--- src/rtl/memory_write.sv ---
// Write-side memory access: stores one multi-word entry word by word into the kernel or
// picture RAM, then raises HANDSHAKE until the requester drops ENABLE.
module memory_write #(
    parameter int unsigned ADDR_W = 32,
    parameter int unsigned WORD_W = 16,
    parameter int unsigned WORDS  = 3
) (
    input  logic                    CLK,
    input  logic                    RESET,
    input  logic                    ENABLE,
    input  logic [2:0]              CTRL,
    input  logic [ADDR_W-1:0]       ADDRESS,
    input  logic [WORDS*WORD_W-1:0] DATA,
    output logic                    HANDSHAKE,
    output logic                    BUSY,
    output logic [ADDR_W-1:0]       MEM_ADDRESS,
    output logic [WORD_W-1:0]       MEM_DATA,
    output logic                    MEM_WREN,
    output logic                    MEM_SEL
);

    localparam int unsigned CNT_W = $clog2(WORDS + 1);

    typedef enum logic [1:0] {StIdle, StWrite, StDone} state_e;

    state_e                  state_q, state_d;
    logic [CNT_W-1:0]        k_q, k_d;
    logic [CNT_W-1:0]        n_q, n_d;
    logic [ADDR_W-1:0]       base_q, base_d;
    logic [WORDS*WORD_W-1:0] data_q, data_d;
    logic                    sel_q, sel_d;

    logic                    handshake_q, handshake_d;
    logic                    busy_q, busy_d;
    logic [ADDR_W-1:0]       mem_address_q, mem_address_d;
    logic [WORD_W-1:0]       mem_data_q, mem_data_d;
    logic                    mem_wren_q, mem_wren_d;
    logic                    mem_sel_q, mem_sel_d;

    always_comb begin
        state_d       = state_q;
        k_d           = k_q;
        n_d           = n_q;
        base_d        = base_q;
        data_d        = data_q;
        sel_d         = sel_q;
        handshake_d   = 1'b0;
        mem_wren_d    = 1'b0;
        mem_address_d = mem_address_q;
        mem_data_d    = mem_data_q;
        mem_sel_d     = mem_sel_q;

        unique case (state_q)
            StIdle: begin
                if (ENABLE) begin
                    data_d  = DATA;
                    sel_d   = CTRL[2];
                    // A zero word count means a full entry, so a request always writes.
                    n_d     = (CTRL[1:0] == 2'd0) ? CNT_W'(WORDS) : CNT_W'(CTRL[1:0]);
                    base_d  = ADDRESS * ADDR_W'(WORDS);
                    k_d     = '0;
                    state_d = StWrite;
                end
            end
            StWrite: begin
                if (!ENABLE) begin
                    state_d = StIdle;
                end else begin
                    mem_wren_d    = 1'b1;
                    mem_address_d = base_q + ADDR_W'(k_q);
                    mem_data_d    = data_q[WORD_W*int'(k_q) +: WORD_W];
                    mem_sel_d     = sel_q;
                    k_d           = k_q + 1'b1;
                    if (k_q == n_q - 1'b1) begin
                        state_d = StDone;
                    end
                end
            end
            StDone: begin
                if (ENABLE) begin
                    handshake_d = 1'b1;
                end else begin
                    state_d = StIdle;
                end
            end
            default: state_d = StIdle;
        endcase

        busy_d = (state_d == StWrite);
    end

    always_ff @(posedge CLK or negedge RESET) begin
        if (!RESET) begin
            state_q       <= StIdle;
            k_q           <= '0;
            n_q           <= '0;
            base_q        <= '0;
            data_q        <= '0;
            sel_q         <= 1'b0;
            handshake_q   <= 1'b0;
            busy_q        <= 1'b0;
            mem_address_q <= '0;
            mem_data_q    <= '0;
            mem_wren_q    <= 1'b0;
            mem_sel_q     <= 1'b0;
        end else begin
            state_q       <= state_d;
            k_q           <= k_d;
            n_q           <= n_d;
            base_q        <= base_d;
            data_q        <= data_d;
            sel_q         <= sel_d;
            handshake_q   <= handshake_d;
            busy_q        <= busy_d;
            mem_address_q <= mem_address_d;
            mem_data_q    <= mem_data_d;
            mem_wren_q    <= mem_wren_d;
            mem_sel_q     <= mem_sel_d;
        end
    end

    assign HANDSHAKE   = handshake_q;
    assign BUSY        = busy_q;
    assign MEM_ADDRESS = mem_address_q;
    assign MEM_DATA    = mem_data_q;
    assign MEM_WREN    = mem_wren_q;
    assign MEM_SEL     = mem_sel_q;

endmodule
--- config.mk ---
export PLATFORM = sky130hd
export DESIGN_NAME = memory_write
export DESIGN_NICKNAME = d
export VERILOG_FILES = /design/src/rtl/memory_write.sv
export SDC_FILE = /design/constraint.sdc
export NUM_CORES = 1
export LEC_CHECK = 0
export CELL_PAD_IN_SITES_DETAIL_PLACEMENT = 1
export CELL_PAD_IN_SITES_GLOBAL_PLACEMENT = 2
export CORE_MARGIN = 2
export CORE_UTILIZATION = 36
export CTS_BUF_LIST = sky130_fd_sc_hd__clkbuf_8
export DETAILED_ROUTE_END_ITERATION = 12
export PLACE_DENSITY_LB_ADDON = 0.1
export SYNTH_ARGS = -nofsm -noshare
export SYNTH_HDL_FRONTEND = slang
export SYNTH_SLANG_ARGS = --single-unit
--- constraint.sdc ---
create_clock -name CLK -period 5.7 [get_ports CLK]
set_input_delay 1.14 -clock CLK [delete_from_list [all_inputs] [get_ports CLK]]
set_output_delay 1.14 -clock CLK [all_outputs]
set_load 0.03 [all_outputs]
==> results.yml <==
pwr:
  total_power_mw: 4.577
  p_leak_nw: 4.434
  cellPowerDensity_mw_per_mm2: 465.7
  ir_drop_mv: 0.2073
place:
  placed_cells: 1278
  detailed_place.area_sq_mm: 0.009403
  dp_hpwl_mm: 14.85
  number_of_port_buffers: 137
  gp_congestion: 0.7991
  post_placement_setup_slack_ns: 2.002
sta:
  setup_failing_eps_final: 0
  rsz0062_at_grt: "no"
  timing.slew.headroom: 0.3492
  final_critical_path_setup_slack_ns: 2.461
  final_max_slew_viol_count: 0
  fmax_mhz: 308.8
  final_min_period_over_clock_period: 0.5682
  worst_pin_slew_ns: 0.9763
  hold_ws_ns: 0.4756
  setup_total_negative_slack_ns: 0
  period_minus_ws_final_ns: 3.239
  hold_viol_final: 0
  finClkSkew_ns: 0.01057
layout:
  final.fill_count: 2537
  final_cell_area_sq_mm: 0.009828
  antenna-diode-count: 0
  drive_gt1_frac: 0.07184
  sequential_cell_area_sq_mm: 0.003478
  synthToLayoutAreaGrowth_pct: 25.28
  fin_cells: 1310
  fin_util: 0.4546
  layout.nets: 1137
  area_of_the_multi_input_gates_sq_mm: 0.004093
synth:
  yosys.cell_count.top_type: "sky130_fd_sc_hd__nand2_1"
  synth.largest_area_cell: "sky130_fd_sc_hd__dfrtp_1"
  synth-edff-count: 0
  syn_inst: 901
  ys_top_cells_by_area: "sky130_fd_sc_hd__dfrtp_1 44%, sky130_fd_sc_hd__nand2_1 13%, sky130_fd_sc_hd__ha_1 5.1%"
  synth.cells.most_frequent: "272 x sky130_fd_sc_hd__nand2_1, 139 x sky130_fd_sc_hd__dfrtp_1, 73 x sky130_fd_sc_hd__o21ai_0"
  synth.distinct_cells: 74
  asyncSetResetFlopFracSynth: 1.000
  ys.warnings.count: 0
  synth_fp_nets: 1021
  syn-cell-area_sq_mm: 0.007845
  ys_dominant_reg_cell: "sky130_fd_sc_hd__dfrtp_1"
  synth-seq-area-share: 0.4434
  yosys_register_bits: 139
  synthesis.area_per_instance_sq_um: 8.707
  synth_top_cell_area_share: 0.4434
clocking:
  cts-hold-fix-buffers: 0
  worstSkewPairLatency_ns: 0.45
  tritoncts_num_sinks: 139
  cts_setup_buffers: 0
  cts_tree: "yes"
  clockRootBuffer: "sky130_fd_sc_hd__clkbuf_8"
  cts_max_path_buffers: 2
  cts-htree-levels: 4
  ctsResizeCount: 0
  cts.reportedPaths.clkPinSlew_ns: 0.08
  number_of_buffers_created_by_cts: 17
setup_path:
  crit_path_max_fanout: 5
  peak_per_stage_delay_on_the_critical_path_ns: 0.52
  crit_buf_inv: 2
  worst-setup-path-type: "input pin to flip-flop"
  critPathRequiredTime_ns: 6.02
  reg2regPathDepth: 8
  critical_path.endpoint_type: "flip-flop"
  worstPathCellList: "clkdlybuf4s50_1, ha_1, inv_1, fa_1, nor2b_4, o31a_2, o211ai_2, nand3_2, nand4_1, o311ai_0, o211ai_1"
  critical_path_launch_point_type: "input pin"
  arrival_time_of_data_at_the_critical_path_endpoint_ns: 3.56
  timing.critical_path.slowest_stage_cell: "sky130_fd_sc_hd__clkdlybuf4s50_1"
  path_delay_family: "compound AO/OA/AOI/OAI gates"
  worstSetupPathDepth: 11
global_route:
  track_usage: 0.1867
  grt_pass1_vias: 6616
  grtUsageMet1: 0.2472
  grt_start_max_net_pins: 103
  use_met2: 0.3181
  grt_pass1_wl_mm: 33.82
  met3_usage: 0.02695
  grt.overflow.total: 0
  grt_most_used_layer: "met2"
  grt_antenna_before_repair: 0
die:
  die_w_um: 151.6
  die_height_um: 151.6
  core_sq_mm: 0.02162
  initial_standard_cell_utilization_of_the_core: 0.3628
  die-area_sq_mm: 0.02299
  ios: 138
  rows: 54
flow_run:
  max-cap-violations: 0
status:
  outcome: "finished clean"
drt:
  detailroute.via_count: 6454
  drc_errors: 0
  routedWlPerCell_um: 15.55
  detail-route-antenna-nets: 0
  detail_route.wirelength_mm: 20.37
  route.detailed.vias_per_inst: 4.927
  detail_route.iter0.violations: 182
  dr.pass1.iters: 4
worst_hold_path:
  worst_hold_path.num_cells: 2
  path_category_of_the_worst_min_delay_check: "flip-flop to flip-flop"
-- final timing paths --
check,from,endpoint,slack [ns]
min in group asynchronous,RESET,data_q[8],0.79
max reg2reg,k_q[1],MEM_ADDRESS[26],3.30
max,ADDRESS[0],base_q[31],2.46
min reg2reg,data_q[3],data_q[3],0.48
min,data_q[3],data_q[3],0.48
max in group asynchronous,RESET,base_q[21],3.78
-- power breakdown --
group / internal (mW) / switching, mW / leakage, nW / total [mW]
clock network: 0.482 / 0.388 / 0.219 / 0.870
logic: 0.777 / 1.17 / 2.48 / 1.95
registers: 1.43 / 0.324 / 1.74 / 1.76
total: 2.69 / 1.88 / 4.43 / 4.58
-- cells in the final DEF (no fill, tap or decap), types with 8 or more instances in the layout --
| cell | instances |
|---|---|
| sky130_fd_sc_hd__nand2_1 | 272 |
| sky130_fd_sc_hd__dfrtp_1 | 139 |
| sky130_fd_sc_hd__clkdlybuf4s50_1 | 136 |
| sky130_fd_sc_hd__o21ai_0 | 73 |
| sky130_fd_sc_hd__a21oi_1 | 49 |
| sky130_fd_sc_hd__nor2_1 | 37 |
| sky130_fd_sc_hd__xor2_1 | 32 |
| sky130_fd_sc_hd__ha_1 | 32 |
| sky130_fd_sc_hd__xnor2_1 | 24 |
| sky130_fd_sc_hd__nand3_1 | 20 |
| sky130_fd_sc_hd__mux2i_1 | 18 |
| sky130_fd_sc_hd__clkbuf_8 | 18 |
| sky130_fd_sc_hd__inv_1 | 16 |
| sky130_fd_sc_hd__o21ai_1 | 16 |
| sky130_fd_sc_hd__a21o_1 | 14 |
| sky130_fd_sc_hd__nand4_1 | 12 |
| sky130_fd_sc_hd__nor3_1 | 9 |
| sky130_fd_sc_hd__and3_1 | 8 |
-- worst register-to-register path: cells and delay by family, from the launching register on --
| family | cells | cell delay [ns] |
|---|---|---|
| and+or+nand+nor | 4 | 0.89 |
| xor gates and xnor gates | 1 | 0.18 |
| buffers and inverters | 1 | 0.38 |
| AOI/OAI and AO/OA | 1 | 0.06 |
| adders and majority gates | 1 | 0.42 |
| DFF | 1 | 0.37 |
-- sequential cells by signal, indices dropped and copies added (netlist names) --
name and count:
k_q 2, BUSY 1, HANDSHAKE 1, base_q 32, MEM_ADDRESS 32, state_q 2
data_q 48, MEM_SEL 1, MEM_DATA 16, sel_q 1, n_q 2, MEM_WREN 1
-- layer usage --
| layer | wire length, um | part of all wire | vias up |
|---|---|---|---|
| met4 | 290 | 0.014 | 0 |
| li1 | - | - | 3284 |
| met2 | 9890 | 0.49 | 91 |
| met5 | 0 | 0 | - |
| met1 | 9662 | 0.47 | 3061 |
| met3 | 529 | 0.026 | 18 |
-- layout make-up --
class / count / share of cell area
Tap cell: 280 / 0.03565
Clock inverter: 14 / 0.01808
Inverter: 15 / 0.005729
Timing Repair Buffer: 144 / 0.1450
Clock buffer: 18 / 0.02521
Sequential cell: 139 / 0.3539
Multi-Input combinational cell: 700 / 0.4164
-- cells by family after synthesis --
logic type | count (synthesis) | synth area share
flip-flops | 139 | 0.4434
XOR/XNOR | 56 | 0.06252
multiplexers | 18 | 0.02297
buffers and inverters | 62 | 0.03780
AO/OA/AOI/OAI | 195 | 0.1533
adder cells (fa/ha/maj) | 34 | 0.05614
AND/OR/NAND/NOR | 397 | 0.2239
(Power assumes the default switching activity.)
==> RTL change 1, RTL diff (same settings) <==
`WORDS`: 3 -> 5.
--- a/src/rtl/memory_write.sv
+++ b/src/rtl/memory_write.sv
@@ -5,3 +5,3 @@
     parameter int unsigned WORD_W = 16,
-    parameter int unsigned WORDS  = 3
+    parameter int unsigned WORDS  = 5
 ) (
Ports: changed (resized DATA); port bits go from 138 to 170. The function was not compared with the original's and may differ.
==> RTL change 1 against the unedited design <==
  * Cell area is 20% higher
  * Clock skew rose by 0.016 ns
  * Sequential cell count increased by 34
  * Total power up 20%
  * Sequential share of layout area grew 1.5 points
  * Cell count up 16%
  * Synthesized area grew 19%
  * Setup slack lost 0.65 ns
  * Wire length up 25%
  * Critical endpoint is now base_q[15]
  * Largest power group unchanged
==> RTL change 1: results (changes against the unedited design) <==
| Metric | Value |
|---|---|
| Run status | `completed` |
| Met2 GRT Util | `31.5% (-0.35 points)` |
| Standby leakage power | `0.00540 uW (+22%)` |
| Cell types with the largest area share after synthesis | `dfrtp_1, nand2_1, ha_1, o21ai_0, mux4_2` |
| Commonest cells in the synthesized netlist | `nand2_1, dfrtp_1, o21ai_0` |
| Synthesized-area fraction occupied by ao, oa, aoi and oai cells | `12.4% (-2.9 points)` |
| Met3 demand-to-capacity share in global routing | `3.35% (+0.65 points)` |
| Iteration-0 DRC count of the detailed router | `290 (+59%)` |
| Half-perimeter wire length after placement | `18.3 mm (+23%)` |
| Worst reg2reg setup slack | `3.04 ns (-0.26 ns)` |
| Master of the slowest instance on the critical path | `a41oi_1` |
| Final clock skew | `0.0270 ns (+0.0165 ns)` |
| Post-CTS clock slew at the launch and capture registers of the worst setup and hold paths | `0.11 ns (+0.03 ns)` |
| Largest net degree at the start of global routing | `98 (-4.9%)` |
| Maximum vdd ir drop | `0.281 mV (+36%)` |
| Post-Syn Instances | `1027 (+14%)` |
| WL met1 | `12.5 mm (+30%)` |
| Routed WL per cell | `16.7 um (+7.6%)` |
| Yosys cell types | `58 (-22%)` |
| Count of input and output buffers | `169 (+23%)` |
| Met3 wire length | `958 um (+81%)` |
| Share of synthesized area occupied by flip-flops and latches | `46.3% (+1.9 points)` |
| Crit path DAT | `4.22 ns (+0.66 ns)` |
| Routed length on met2 | `11.7 mm (+19%)` |
| Flip-flop count of the largest register, all copies and words added | `80 (+67%)` |
| Slowest Stage Delay on Critical Path | `0.47 ns (-0.05 ns)` |
| GPL Wtd Cong | `0.797 (-0.24%)` |
| Non-filler instance count after layout | `1518 (+16%)` |
| GR Layer Usage met1 | `28.0% (+3.3 points)` |
| Worst-margin pin slew | `0.997 ns (+0.0212 ns)` |
[RTL change 1: worst paths after layout]
| path | from | to | cells past startpoint |
|---|---|---|---|
| max in group asynchronous | RESET | MEM_ADDRESS[22] | 2 |
| min | data_q[51] | data_q[51] | 2 |
| max reg2reg | k_q[1] | MEM_ADDRESS[28] | 9 |
| max | ADDRESS[1] | base_q[15] | 11 |
| min in group asynchronous | RESET | data_q[79] | 1 |
| min reg2reg | data_q[51] | data_q[51] | 2 |
[RTL change 1: logic make-up (layout without fill, tap and decap cells)]
logic type,Yosys count,in the layout
simple gates,465,465
compound gates,186,186
flops,173,173
buf+inv,66,222
fa+ha+maj,64,64
xor+xnor,56,56
mux,17,17
[RTL change 1: area by class of cell]
| cell class | instances | area [sq um] |
|---|---|---|
| Timing Repair Buffer | 176 | 1770 |
| Inverter | 14 | 52.6 |
| Multi-Input combinational cell | 788 | 4790 |
| Fill cell | 2999 | 14000 |
| Clock inverter | 14 | 144 |
| Clock buffer | 18 | 248 |
| Tap cell | 335 | 419 |
| Sequential cell | 173 | 4330 |
[RTL change 1: worst reg2reg max path, stage by stage, from the launching register on]
cell	delay [ns]
dfrtp_1	0.34
buf_4	0.36
fa_1	0.30
a21oi_1	0.13
nor2_1	0.46
nand2_1	0.19
or2_1	0.34
nor2_1	0.16
xnor2_1	0.16
o21ai_1	0.08
[RTL change 1: power breakdown]
part	total, uW	internal, uW	leakage, uW	switching [uW]
Combinational	2440	1020	0.00306	1420
Sequential	2170	1800	0.00215	375
Clock	859	335	0.000187	523
Total	5470	3150	0.00540	2320
[RTL change 1: stage by stage]
step	setup slack, ns	hold WS (ns)
detailed placement	1.36	0.458
CTS	1.86	0.484
global placement	1.39	0.455
finish	1.81	0.483
floorplan	2.20	0.439
global route	1.65	0.502
==> RTL change 2, RTL diff (same settings) <==
Made on the original files. Re-encode `state_e` (3 states) as one-hot, 3 bits wide.
--- a/src/rtl/memory_write.sv
+++ b/src/rtl/memory_write.sv
@@ -23,3 +23,3 @@
 
-    typedef enum logic [1:0] {StIdle, StWrite, StDone} state_e;
+    typedef enum logic [2:0] {StIdle = 3'b001, StWrite = 3'b010, StDone = 3'b100} state_e;
 
Formal check against the unedited RTL: no difference found for any inputs over 4 cycles, from zero or initial values and one cycle with RESET low; so few cycles prove little.
==> RTL change 2 against the unedited design <==
  * Cell area shrank 0.79%
  * Total power shrank 3.5%
  * Count of clock-buffer cells in the layout grew 3
  * Global-route usage grew 0.10 points
  * Combinational power shrank 9.7%
  * Synthesized cell count shrank 0.44%
  * Setup slack lost 0.56 ns
  * Wire length shrank 0.37%
  * Clock power grew 2.4%
  * Critical path depth grew 1
  * Core utilization grew 1.1 points
  * Sequential cell count grew 1
  * Synthesized area shrank 2.1%
  * Critical path type unchanged
  * Critical endpoint is now base_q[29]
==> RTL change 2: results (changes against the unedited design) <==
| Metric | Value |
|---|---|
| Run status | `completed` |
| Sort of element at the end of the critical path | `flip-flop` |
| Buffer type at the clock tree root | `clkbuf_8` |
| Antenna diode count | `0 (unchanged)` |
| Fill cells | `2512 (-0.99%)` |
| Synthesized-area fraction occupied by xor and xnor cells | `6.38% (+0.13 points)` |
| Async set-or-reset flop fraction in the synthesized netlist | `100% (unchanged)` |
| GPL Wtd Cong | `0.769 (-3.7%)` |
| Standby leakage power | `0.00442 uW (-0.34%)` |
| Half-perimeter wire length after placement | `14.6 mm (-1.9%)` |
| Multiplexer share of the synthesized area | `2.36% (+0.065 points)` |
| Master of the slowest instance on the critical path | `clkdlybuf4s50_1` |
| Cell types with the largest area share after synthesis | `dfrtp_1, nand2_1, o21ai_0, ha_1, xor2_1` |
| Terminus of the critical flop-to-flop path | `MEM_ADDRESS[31]` |
| Worst reg2reg setup slack | `3.16 ns (-0.14 ns)` |
| Setup Fix Bufs, Post-CTS | `0 (unchanged)` |
| Share of post-route cells with drive strength above 1 | `5.80% (-1.4 points)` |
| Maximum buffer depth of the clock tree | `2 (unchanged)` |
| Reg2Reg Launch Point | `base_q[1]` |
| Commonest cells in the synthesized netlist | `nand2_1, dfrtp_1, o21ai_0` |
| Number of antenna violations at the first check in global routing | `0 (unchanged)` |
| Largest net degree at the start of global routing | `100 (-2.9%)` |
| Share of synthesized area occupied by flip-flops and latches | `45.6% (+1.3 points)` |
| Worst R2R Path Depth | `9 (+1)` |
| Final clock skew | `0.00937 ns (-0.00120 ns)` |
| Routed WL per cell | `15.5 um (-0.37%)` |
| Maximum vdd ir drop | `0.144 mV (-30%)` |
| Count of input and output buffers | `137 (unchanged)` |
| Worst-margin pin slew | `0.929 ns (-0.0474 ns)` |
| Antenna Violating Nets Remaining | `0 (unchanged)` |
| Family with the most delay on the worst path | `compound AO/OA/AOI/OAI gates` |
| Yosys cell types | `64 (-14%)` |
| Number of nets at the end of the flow | `1142 (+0.44%)` |
| Area share of fa/ha/maj cells after synthesis | `5.73% (+0.12 points)` |
| Largest fanout on the critical path | `3 (-2)` |
| Post-synthesis average cell area | `8.57 sq um (-1.6%)` |
| Top FF cell, synth | `dfrtp_1` |
| Final wirelength | `20.3 mm (-0.37%)` |
| First-pass GRT wire length | `33.4 mm (-1.1%)` |
| Number of cells traversed by the worst hold path | `2 (unchanged)` |
| Vias per std cell | `4.92 (-0.15%)` |
| Total instance count after detailed placement | `1278 (unchanged)` |
| Net count of the mapped netlist | `1017 (-0.39%)` |
| Iteration-0 DRC count of the detailed router | `163 (-10%)` |
| Slowest Stage Delay on Critical Path | `0.52 ns (about the same)` |
| Count of synthesis-stage warnings from yosys | `0 (unchanged)` |
| Endpoint of the most critical setup path | `base_q[29]` |
| Aggregate global-route resource usage | `18.8% (+0.10 points)` |
| Vias in the first global route | `6574 (-0.63%)` |
| Synthesized-area fraction occupied by ao, oa, aoi and oai cells | `14.9% (-0.43 points)` |
| Number of clock buffers inserted by TritonCTS | `17 (unchanged)` |
-- RTL change 2: cell types whose count changed after synthesis, moves of 3 or more --
cell	before	now
nor2_1	38	47
xnor2_1	24	21
nand2_1	272	275
xor2_1	32	35
buf_2	9	1
o21ai_0	73	91
a211oi_2	0	3
o21ai_1	16	7
buf_4	5	1
a21oi_1	49	45
buf_1	1	4
nor3b_1	4	0
-- RTL change 2: cell families after synthesis --
kind of cell               count (synthesis)
DFF                                      140
muxes                                     18
xor gates and xnor gates                  56
AOI/OAI and AO/OA                        194
buffers and inverters                     54
and+or+nand+nor                          401
adders and majority gates                 34
-- RTL change 2: worst register-to-register path: stages, from the launching register on --
cell     delay [ns]
dfrtp_1        0.41
ha_1           0.29
a21o_1         0.12
nand2_1        0.13
nor3_1         0.46
nand3_1        0.30
nor2_1         0.26
nand4_1        0.14
xor2_1         0.18
o21ai_0        0.10
-- RTL change 2: how the worst min path moves through the flow --
stage / start / end / slack (ns)
detailed placement: sel_q / MEM_SEL / 0.46
global placement: data_q[8] / data_q[8] / 0.46
finish: data_q[46] / data_q[46] / 0.48
CTS: sel_q / MEM_SEL / 0.48
floorplan: sel_q / MEM_SEL / 0.44
global route: data_q[23] / data_q[23] / 0.50
-- RTL change 2: area by class of cell --
type,count,area share [%]
Clock inverter,11,1.55
Inverter,16,0.616
Sequential cell,140,35.9
Tap cell,275,3.53
Clock buffer,21,2.96
Multi-Input combinational cell,703,40.8
Timing Repair Buffer,144,14.6
-- RTL change 2: through the flow --
step | hold slack [ns] | worst slack [ns] | area [sq um]
after floorplan | 0.439 | 2.41 | 7680
after global placement | 0.457 | 1.49 | 9310
after detailed placement | 0.462 | 1.39 | 9310
after CTS | 0.481 | 1.88 | 9750
after global routing | 0.496 | 1.58 | 9750
final | 0.476 | 1.90 | 9750
-- RTL change 2: per-layer routing --
metal / part of all wire, % / GRT usage (%) / vias to the layer above
li1: - / - / 3289
met2: 48 / 32.1 / 94
met4: 1.0 / 5.09 / 0
met3: 2.9 / 3.03 / 15
met1: 48 / 24.7 / 3046
met5: 0 / 0 / -
-- RTL change 2: power by group --
part | switching, uW | internal, uW
Clock | 375 | 515
Combinational | 1040 | 723
Sequential | 320 | 1440
